File: config.mk
export PLATFORM = sky130hd
export DESIGN_NAME = byte_realigner
export DESIGN_NICKNAME = d
export VERILOG_FILES = /design/src/rtl/pcie_shift_pkg.sv /design/src/rtl/byte_lane_merge.sv /design/src/rtl/byte_realigner.sv
export SDC_FILE = /design/constraint.sdc
export NUM_CORES = 1
export LEC_CHECK = 0
export BUFFER_PORTS_ARGS = -buffer_cell sky130_fd_sc_hd__buf_2
export CAP_MARGIN = 40
export CORE_MARGIN = 10
export CORE_UTILIZATION = 50
export CTS_CLUSTER_DIAMETER = 30
export CTS_CLUSTER_SIZE = 12
export DETAILED_ROUTE_END_ITERATION = 8
export GPL_ROUTABILITY_DRIVEN = 0
export HOLD_SLACK_MARGIN = 0.08
export PLACE_DENSITY = 0.74
export SYNTH_ARGS = -nofsm -noshare
export SYNTH_HDL_FRONTEND = slang
export SYNTH_SLANG_ARGS = --single-unit
File: constraint.sdc
create_clock -name clk -period 2.8 [get_ports clk]
set_clock_uncertainty 0.05 [all_clocks]
set_input_delay 0.42 -clock clk [delete_from_list [all_inputs] [get_ports clk]]
set_output_delay 0.42 -clock clk [all_outputs]
set_load 0.02 [all_outputs]
File: src/rtl/pcie_shift_pkg.sv
// Shared types and helpers for the PCIe shifter path (delay stage and realigner).
package pcie_shift_pkg;

    typedef enum logic [1:0] {
        IDLE  = 2'd0,
        HOLD  = 2'd1,
        FLUSH = 2'd2
    } realign_state_t;

    // Width of a byte-count field able to hold 0..bytes.
    function automatic int byte_count_w(input int bytes);
        return $clog2(bytes) + 1;
    endfunction

endpackage

File: src/rtl/byte_lane_merge.sv
// Combinational byte-lane merge: lane k takes hold byte (k+shift) while that
// lies inside the held word, otherwise the current word byte (k+shift-BYTES).
// Lanes at or above nbytes are forced to zero.
module byte_lane_merge
    import pcie_shift_pkg::*;
#(
    parameter  int BYTES = 4,
    localparam int SW    = $clog2(BYTES),
    localparam int CW    = byte_count_w(BYTES),
    localparam int W     = BYTES * 8
) (
    input  logic [W-1:0]  hold_word,
    input  logic [W-1:0]  cur_word,
    input  logic [SW-1:0] shift,
    input  logic [CW-1:0] nbytes,
    output logic [W-1:0]  word
);

    // The highest source lane is 2*BYTES-2, so the top byte of cur_word is
    // never selected and is left out of the concatenated pair.
    logic [2*W-9:0] pair;
    logic           unused_cur_top;

    assign pair           = {cur_word[W-9:0], hold_word};
    assign unused_cur_top = ^cur_word[W-1 -: 8];

    for (genvar gi = 0; gi < BYTES; gi++) begin : g_lane
        localparam logic [CW-1:0] LANE = CW'(gi);
        logic [SW:0]   src;
        logic [SW+3:0] base;

        assign src  = (SW + 1)'(gi) + {1'b0, shift};
        assign base = {src, 3'b000};
        assign word[gi*8 +: 8] = (LANE < nbytes) ? pair[base +: 8] : 8'h00;
    end

endmodule

File: src/rtl/byte_realigner.sv
// Streaming byte-lane realigner: drops a per-packet leading byte offset and
// repacks the remaining bytes into full words, adding a flush beat only when
// the packet tail spills past the last input word.
module byte_realigner
    import pcie_shift_pkg::*;
#(
    parameter  int BYTES = 4,
    localparam int SW    = $clog2(BYTES),
    localparam int CW    = byte_count_w(BYTES),
    localparam int W     = BYTES * 8
) (
    input  logic          clk,
    input  logic          rst,
    input  logic          in_valid,
    output logic          in_ready,
    input  logic [W-1:0]  in_data,
    input  logic          in_sop,
    input  logic          in_eop,
    input  logic [CW-1:0] in_bytes,
    input  logic [SW-1:0] shift,
    output logic          out_valid,
    input  logic          out_ready,
    output logic [W-1:0]  out_data,
    output logic          out_sop,
    output logic          out_eop,
    output logic [CW-1:0] out_bytes,
    output logic          err
);

    localparam logic [CW-1:0] FULL = CW'(BYTES);

    realign_state_t state_reg, state_next;
    logic [W-1:0]   hold_reg, hold_next;
    logic [SW-1:0]  s_reg, s_next;
    logic [CW-1:0]  e_reg, e_next;
    logic           first_reg, first_next;
    logic           out_valid_reg, out_valid_next;
    logic [W-1:0]   out_data_reg, out_data_next;
    logic           out_sop_reg, out_sop_next;
    logic           out_eop_reg, out_eop_next;
    logic [CW-1:0]  out_bytes_reg, out_bytes_next;
    logic           err_reg, err_next;

    logic           out_free;
    logic           accept;
    logic           emit;
    logic           emit_eop;
    logic           do_sop;
    logic [CW-1:0]  e_in;
    logic [CW-1:0]  merge_cnt;
    logic [W-1:0]   merge_word;

    // Out-of-range byte counts mean a full word.
    assign e_in     = (in_bytes == '0 || in_bytes > FULL) ? FULL : in_bytes;
    assign out_free = !out_valid_reg || out_ready;
    assign in_ready = (state_reg != FLUSH) && out_free;
    assign accept   = in_valid && in_ready;

    // Lane count of the beat that would be emitted this cycle; kept apart
    // from the FSM so the merge path has no block-level feedback.
    assign merge_cnt = (state_reg == FLUSH) ? (e_reg - {1'b0, s_reg}) :
                       (in_eop && e_in <= {1'b0, s_reg}) ? (FULL - {1'b0, s_reg} + e_in) :
                       FULL;

    byte_lane_merge #(.BYTES(BYTES)) u_merge (
        .hold_word (hold_reg),
        .cur_word  (in_data),
        .shift     (s_reg),
        .nbytes    (merge_cnt),
        .word      (merge_word)
    );

    // Next-state, datapath and output-register load decisions.
    always_comb begin
        state_next     = state_reg;
        hold_next      = hold_reg;
        s_next         = s_reg;
        e_next         = e_reg;
        first_next     = first_reg;
        out_valid_next = out_valid_reg && !out_ready;
        out_data_next  = out_data_reg;
        out_sop_next   = out_sop_reg;
        out_eop_next   = out_eop_reg;
        out_bytes_next = out_bytes_reg;
        err_next       = 1'b0;
        emit           = 1'b0;
        emit_eop       = 1'b0;
        do_sop         = 1'b0;

        case (state_reg)
            IDLE: begin
                if (accept) begin
                    if (in_sop) do_sop   = 1'b1;
                    else        err_next = 1'b1;
                end
            end
            HOLD: begin
                if (accept) begin
                    if (in_sop) begin
                        // Abandon the open packet and restart on this beat.
                        err_next = 1'b1;
                        do_sop   = 1'b1;
                    end else if (!in_eop) begin
                        emit      = 1'b1;
                        hold_next = in_data;
                    end else if (e_in <= {1'b0, s_reg}) begin
                        emit       = 1'b1;
                        emit_eop   = 1'b1;
                        state_next = IDLE;
                    end else begin
                        emit       = 1'b1;
                        hold_next  = in_data;
                        e_next     = e_in;
                        state_next = FLUSH;
                    end
                end
            end
            FLUSH: begin
                if (out_free) begin
                    emit       = 1'b1;
                    emit_eop   = 1'b1;
                    state_next = IDLE;
                end
            end
            default: state_next = IDLE;
        endcase

        if (do_sop) begin
            hold_next  = in_data;
            s_next     = shift;
            e_next     = e_in;
            first_next = 1'b1;
            if (!in_eop) begin
                state_next = HOLD;
            end else if (e_in > {1'b0, shift}) begin
                state_next = FLUSH;
            end else begin
                // Single beat shorter than the offset: nothing to emit.
                err_next   = 1'b1;
                first_next = 1'b0;
                state_next = IDLE;
            end
        end

        if (emit) begin
            out_valid_next = 1'b1;
            out_data_next  = merge_word;
            out_sop_next   = first_reg;
            out_eop_next   = emit_eop;
            out_bytes_next = merge_cnt;
            first_next     = 1'b0;
        end
    end

    // State and output registers; reset discards any packet in flight.
    always_ff @(posedge clk) begin
        if (rst) begin
            state_reg     <= IDLE;
            hold_reg      <= '0;
            s_reg         <= '0;
            e_reg         <= '0;
            first_reg     <= 1'b0;
            out_valid_reg <= 1'b0;
            out_data_reg  <= '0;
            out_sop_reg   <= 1'b0;
            out_eop_reg   <= 1'b0;
            out_bytes_reg <= '0;
            err_reg       <= 1'b0;
        end else begin
            state_reg     <= state_next;
            hold_reg      <= hold_next;
            s_reg         <= s_next;
            e_reg         <= e_next;
            first_reg     <= first_next;
            out_valid_reg <= out_valid_next;
            out_data_reg  <= out_data_next;
            out_sop_reg   <= out_sop_next;
            out_eop_reg   <= out_eop_next;
            out_bytes_reg <= out_bytes_next;
            err_reg       <= err_next;
        end
    end

    assign out_valid = out_valid_reg;
    assign out_data  = out_data_reg;
    assign out_sop   = out_sop_reg;
    assign out_eop   = out_eop_reg;
    assign out_bytes = out_bytes_reg;
    assign err       = err_reg;

endmodule

# Yosys cells after proc, flatten, opt, wreduce, memory -nomap -nowiden
# Cells that the tools add are included.
# Widths: inputs -> output; s select.
# word_totals
register_bits,79
latch_bits,0
mem_bits_rw,0
rom_bits,0
in_bits,43
out_inout_bits,40
word_cells,104
mem_count,0
# op_classes
addsub,6
n_mul,0
div,0
magnitude_cmp,7
n_eq_ne,11
shifts,4
mux,47
n_bitwise,0
reduce_logical,18
# ops
operator,n
$mux 32,6
$shiftx 56x7->8,3
$shiftx 56x6->8,1
$mux 8,4
$mux 3,9
$mux 1,16
$mux 2,8
$ne 3x3->1 const B,5
$reduce_and 5->1,2
$add 2x2->3 const A,2
$lt 1x3->1 const A,2
$lt 2x3->1 const A,2
$ne 2x2->1 const B,3
$pmux 1 s2,3
$pmux 2 s3,1
$reduce_bool 2->1,3
$logic_and 1x1->1,4
$reduce_and 4->1,1
$reduce_or 2->1,2
$add 1x2->3 const A,1
$add 3x3->3,1
$gt 3x2->1,1
$gt 3x3->1 const B,1
$le 3x2->1,1
other kinds (9),11

# Longest topological paths before layout
# Gate-level depths: netlist (run 1).
# depth
depth_word,10
depth_mapped,13
depth_no_buf,11

# Cells and area by module
# A second synthesis (run 1) with hierarchy kept.
# unflattened
cells_unflattened,439
hier_area_um2,4336.7
# modules_own_cells
mod,instances,cells_each,area_each_um2,seq_area_each_um2
byte_realigner,1,363,3270.6,1581.5
byte_lane_merge,1,76,1066.0,0.0

# Worst setup path before layout (run 1)
# Ideal clock, no wire load.
# synth_path
path_type,in2reg
startpoint,input in_bytes[0]
endpoint,register out_data_reg[16] (netlist: out_data[16])
setup_time_ns,0.096
t_arrival_ns,2.619
required_time_ns,2.654
setup_slack_ns,0.035
cell_stages,9
path_buffers,0
path_cell_list,or2_2 ha_1 nor2b_1 ha_1 and3b_4 or3_4 o32ai_4 nor2_4 o41ai_2
# synth_via
elab_chain_cells,9
word_cells_on_any_way,11
cone_classes,1 x add/sub; 3 x order compare; 4 x mux; 3 x reduce/logical
# synth_rtl
item,line_no,rtl
start: declaration,byte_realigner.sv:19,"input logic [CW-1:0] in_bytes,"
$gt 3x3->1 / $logic_not 3->1 (equally long branches),byte_realigner.sv:54,assign e_in = (in_bytes == '0 || in_bytes > FULL) ? FULL : in_bytes;
$logic_or 1x1->1 *,byte_realigner.sv:54,
$mux 3 *,byte_realigner.sv:54,
via e_in[1],byte_realigner.sv:49,logic [CW-1:0] e_in;
$le 3x2->1,byte_realigner.sv:62,"(in_eop && e_in <= {1'b0, s_reg}) ? (FULL - {1'b0, s_reg} + e_in) :"
$logic_and 1x1->1,byte_realigner.sv:62,
$mux 3 *,byte_realigner.sv:62,
$mux 3 *,byte_realigner.sv:61,"assign merge_cnt = (state_reg == FLUSH) ? (e_reg - {1'b0, s_reg}) :"
$lt 2x3->1 *,byte_lane_merge.sv:34,assign word[gi*8 +: 8] = (LANE < nbytes) ? pair[base +: 8] : 8'h00;
$mux 8 *,byte_lane_merge.sv:34,
end signal: assignment,byte_realigner.sv:176,out_data_reg <= out_data_next;
end: declaration,byte_realigner.sv:38,"logic [W-1:0] out_data_reg, out_data_next;"
# The timed path passes the listed nets; every way through them passes the cells marked *.
# A chain may end at the register's enable or synchronous reset.

# Final worst setup path (run 1)
# layout_path
startpoint,input in_bytes[0]
endpoint,register out_data_reg[22] (netlist: out_data[22])
# Same word-level chain as after synthesis.

==> impl_metrics.ini, run 1 <==
[die]
row_count = 32
die-width_um = 110
die_y_um = 110
die_area_um2 = 12100
start_util = 0.518
core_area_um2 = 7810
io_pins = 83

[critical_path]
crit_fanout = 8
r2r_setup_slack_ps = 580
worstSetupPathType = in -> reg
rr_worst_depth = 7
cp-end-kind = flip-flop
critical_path_arrival_ps = 2800
r2r_start = state_reg[1]
r2r_end = state_reg[1]
crit_required_ps = 3000
startpoint_type = input pin

[cts]
cts_root_buf = clkbuf_8
cts_made_buffers = 9
clk_path_buf_depth = 2
post_cts_buffers = 0
clkSlewWorstSetupHoldPaths_ps = 90
htreeDepth = 3
clock_sinks = 79
worstSkewPairLatency_ps = 350
holdBufCountCts = 0
ctsResizeCount = 0
cts_tree = done

[drt]
wl_um = 10200
first_pass_iters = 4
avgViaCountPerCell = 5.42
drt_iter0_markers = 178
vias = 3428
wire_per_inst_um = 16.1
ant_nets = 0
drc = 0

[finish]
drive_gt1_frac = 0.277
finish.utilization = 0.616
areaGrowthSynthToFinish_pct = 19.0
num_antenna_cells = 0
multiInputGateArea_um2 = 2290
layout.nets = 580
seqCellArea_um2 = 1580
fillers = 670
fin_area_um2 = 4810

[placed_design]
place_area_um2 = 4600
dpl.hpwl_um = 7740
preCtsSetupSlack_ps = -196
numPortBuffers = 82

[power_and_ir_drop]
power_density_nw_per_um2 = 682
peakVddDrop_mv = 0.491
leakage_nw = 1.96

[global_route]
grt_util_all_layers = 0.168
grt_pass1_wl_um = 16200
grt_overflow_total = 0
grt_start_max_net_pins = 65
grt_pass1_vias = 3400
antenna_found_initial = 0

[synth]
syn-cell-area_um2 = 4040
avgSynthCellArea_um2 = 9.08
synth_nets = 500
ys_ff_latch = 79
seq_area_frac_synth = 0.391
synthDistinctLibCells = 41
synth_cells = 445
ys_warn_count = 0

[timing]
setup_viol = 0
setup_ws_ps = 205
post-route-period-util = 0.927
final-max-slew-violation-count = 0
min_period_ps = 2590
clock.fmax_mhz = 385
finalHoldViolations = 0
fin_setup_tns_ps = 0
holdWs_ps = 253
tightest_slew_ps = 622
slew-limit-headroom = 0.585
rsz0062_at_grt = false

[run]
cap_violations = 0

[status]
status = finished clean

[hold_path]
min_to = hold_reg[27]
hold_class = in -> reg
min_from = in_data[27]
hold_depth = 3
==> critical path, cell delays in order <==
cell and delay (ps):
buf_2 100, or2_2 280, ha_1 280, nor2b_1 160, ha_1 290, and3b_4 220
or3_4 390, o32ai_4 250, nor2_4 110, o41ai_2 290
==> metal layers <==
metal  track usage  share of wire  up-vias
met3        0.0497          0.064       14
met5             0              0        -
met4        0.0418          0.011        0
met1         0.185           0.40     1619
li1              -              -     1718
met2         0.306           0.52       77
==> cells in the mapped netlist <==
cell type  instances  area, um^2
dfxtp_1           79        1580
mux2i_1           62         621
nor2_1            61         229
nand2_1           51         191
o21ai_1           22         110
a21oi_1           21         105
o21ai_0           21         105
mux2_2            16         180
inv_1             12        45.0
ha_1              11         138
buf_2             10        50.1
clkbuf_1          10        37.5
nand3b_1          10        75.1
o41ai_2            8         130
a211oi_1           6        45.0
buf_1              4        15.0
nor2b_1            4        25.0
nor3_1             4        20.0
buf_6              3        33.8
nand3_1            3        15.0
o211ai_1           3        22.5
a22oi_2            2        25.0
a311oi_1           2        17.5
nand2b_1           2        12.5
xor2_1             2        17.5
a21bo_2            1        10.0
a21oi_2            1        8.76
a311oi_2           1        15.0
a31oi_1            1        6.26
and3b_1            1        8.76
and3b_4            1        12.5
fa_1               1        20.0
nand4_1            1        6.26
nor2_4             1        11.3
nor4b_1            1        8.76
nor4b_4            1        23.8
o2111ai_1          1        8.76
o211a_1            1        10.0
o32ai_4            1        27.5
or2_2              1        6.26
or3_4              1        11.3
==> metrics by stage <==
stage	power, mW	cells
final	3.28	632
after global placement	2.35	616
after CTS	3.30	632
after floorplan	2.10	445
after detailed placement	2.39	616
after global routing	3.47	632
==> power breakdown <==
group	switching, mW	leakage [nW]	internal, mW	total [mW]
Sequential	0.0597	0.642	1.23	1.29
Combinational	0.634	1.21	0.439	1.07
Clock	0.416	0.107	0.505	0.921
Total	1.11	1.96	2.17	3.28
==> worst max-delay path by stage <==
| stage | startpoint | end | slack [ps] | depth (start not counted) |
|---|---|---|---|---|
| 6_report | in_bytes[0] | out_data[22] | 210 | 10 |
| 5_1_grt | in_bytes[0] | out_data[22] | 70 | 10 |
| 4_1_cts | in_bytes[0] | out_data[22] | 190 | 10 |
| 3_5_place_dp | in_bytes[0] | out_data[22] | -200 | 10 |
| 3_3_place_gp | in_bytes[0] | out_data[19] | -110 | 10 |
| 2_1_floorplan | in_bytes[0] | out_data[16] | 40 | 9 |
==> cell families after synthesis <==
| logic type | count (synthesis) | share of synthesized area |
|---|---|---|
| AO/OA/AOI/OAI | 92 | 0.160 |
| XOR/XNOR | 2 | 0.00433 |
| adder cells (fa/ha/maj) | 12 | 0.0390 |
| buffers and inverters | 39 | 0.0449 |
| flip-flops | 79 | 0.391 |
| multiplexers | 78 | 0.198 |
| AND/OR/NAND/NOR | 143 | 0.162 |
==> cell usage in the layout (no fill, tap or decap), types with 4 or more instances in the layout <==
cell	Yosys	layout
buf_2	10	82
dfxtp_1	79	77
mux2i_1	62	62
nor2_1	61	61
nand2_1	51	51
o21ai_1	22	22
o21ai_0	21	21
a21oi_1	21	21
mux2_2	16	16
inv_1	12	12
ha_1	11	11
buf_4	0	11
nand3b_1	10	10
clkbuf_8	0	9
o41ai_2	8	8
a211oi_1	6	6
nor2b_1	4	4
nor3_1	4	4
==> final cells by class <==
type | instances | share of cell area
multi-input cells | 327 | 0.475
well taps | 102 | 0.0265
clock buffers | 11 | 0.0273
inverters | 12 | 0.00936
flip-flops and latches | 79 | 0.329
repair buffers | 96 | 0.115
clock inverters | 5 | 0.0172
Note: power is estimated with default switching activity, not from simulation.
==> run 2, diff against run 1 <==
- clock period: 2.8 -> 2.3 ns (I/O delays scaled with it)
==> impl_metrics.ini, run 2 (synthesis gave the netlist of run 1 again) <==
[global_route]
use_met1 = 0.199
antenna_found_initial = 2
grt.busiest_layer = met2
grt_pass1_vias = 3572
use_met2 = 0.310
gr-usage-met3 = 0.0456
grt_start_max_net_pins = 66
grt_overflow_total = 0
grt_pass1_wl_um = 17300
grt_util_all_layers = 0.179

[critical_path]
worstPathCellList = buf_6 > or2_4 > ha_4 > nor2b_4 > ha_4 > and3b_4 > or3_4 > o32ai_4 > nor2_4 > buf_4 > o41ai_2
worstSetupPathType = in -> reg
crit_required_ps = 2520
max_stage_delay_ps = 350
cp_slowest_cell = or3_4
critical_path_arrival_ps = 2500
crit_top_cell = ha_4
crit_fanout = 8
cp-end-kind = flip-flop
rr_worst_depth = 9
startpoint_type = input pin

[power_and_ir_drop]
clkPwrFrac = 0.276
swShare = 0.338
seqPwrFrac = 0.367
leakage_nw = 2.07
p_comb_frac = 0.357
peakVddDrop_mv = 0.488
cell_internal_pwr_mw = 2.83
power_density_nw_per_um2 = 844
netSwitchingPower_mw = 1.45

[status]
status = finished clean

[die]
core_area_um2 = 7810
start_util = 0.518
io_pins = 83
die-width_um = 110
die_area_um2 = 12100
row_count = 32
die_y_um = 110

[cts]
cts_tree = done
clock_sinks = 79
cts_root_buf = clkbuf_8
worstSkewPairLatency_ps = 360
clkSlewWorstSetupHoldPaths_ps = 80
cts_made_buffers = 9
holdBufCountCts = 0
clk_path_buf_depth = 2
htreeDepth = 3

[timing]
post-route-period-util = 0.991
setup_viol = 0
final-max-slew-violation-count = 0
tightest_slew_ps = 673
slew-limit-headroom = 0.551
finalHoldViolations = 0
rsz0062_at_grt = true
min_period_ps = 2280
clock.fmax_mhz = 439

[drt]
first_pass_iters = 4
avgViaCountPerCell = 5.50
vias = 3559
drt_iter0_markers = 199
ant_nets = 0
wl_um = 10800
wire_per_inst_um = 16.7
drc = 0

[finish]
areaGrowthSynthToFinish_pct = 25.4
layout_commonest_cell = buf_2
drive_gt1_frac = 0.319
fin_cells = 647
layout.nets = 595
num_antenna_cells = 0
fin_area_um2 = 5070
final_cell_mix = buf_2, dfxtp_1, nor2_1, mux2i_1, nand2_1

[placed_design]
dpl.hpwl_um = 7800
place_area_um2 = 4690
dp.cells = 621
numPortBuffers = 82

[hold_path]
hold_class = in -> reg
hold_depth = 3

[run]
cap_violations = 0
run 2: cell count changes in the layout (fill, tap and decap cells not counted), sizes merged:
cell,before,now
clkinv,3,1
inv,12,13
buf,96,109
clkbuf,11,14
run 2: worst paths after layout:
check / startpoint / endpoint / slack (ps)
setup / recovery: in_bytes[1] / out_data[22] / 20
hold / removal: in_data[26] / hold_reg[26] / 160
setup reg to reg: e_reg[0] / out_data[22] / 230
hold reg to reg: out_data[11] / out_data[11] / 400
run 2: final cells by class:
type | instances | area, um^2
Fill cell | 664 | 2740
Timing Repair Buffer | 111 | 719
Inverter | 12 | 45.0
Sequential cell | 79 | 1580
Multi-Input combinational cell | 327 | 2370
Tap cell | 102 | 128
Clock inverter | 4 | 77.6
Clock buffer | 12 | 145
run 2: stage by stage:
| stage | power (mW) | hold slack, ps | worst slack, ps | util | setup TNS, ps |
|---|---|---|---|---|---|
| after floorplan | 2.58 | 381 | -134 | - | -5290 |
| after global placement | 2.92 | 384 | -339 | 0.601 | -18610 |
| after detailed placement | 2.97 | 388 | -412 | 0.601 | -23850 |
| after CTS | 4.17 | 158 | 18.2 | 0.637 | 0 |
| after global routing | 4.50 | 191 | -69.0 | 0.649 | -471 |
| final | 4.28 | 164 | 21.2 | 0.649 | 0 |
run 2: critical path: cells and delay by family:
family	cells	cell delay (ps)
AOI/OAI and AO/OA	2	420
and+or+nand+nor	5	1040
adders and majority gates	2	440
buffers and inverters	2	250
run 2: metal layers:
layer | up-vias | share of wire | routed length, um
met5 | - | 0.0012 | 13
met1 | 1702 | 0.39 | 4190
met3 | 26 | 0.057 | 615
li1 | 1756 | - | -
met4 | 2 | 0.029 | 316
met2 | 73 | 0.53 | 5680
run 2: repair_timing:
item,4_1_cts,5_1_grt
gates resized for setup,4,6
setup endpoints to repair,10,22
pin swaps,8,3
setup buffers,6,2
cloned,0,2
run 2: power groups by stage:
stage | clock network, mW | logic [mW] | registers [mW]
2_1_floorplan | 0 | 0.960 | 1.62
3_3_place_gp | 0 | 1.33 | 1.59
3_5_place_dp | 0 | 1.36 | 1.60
4_1_cts | 1.19 | 1.42 | 1.57
5_1_grt | 1.24 | 1.67 | 1.59
6_report | 1.18 | 1.53 | 1.57
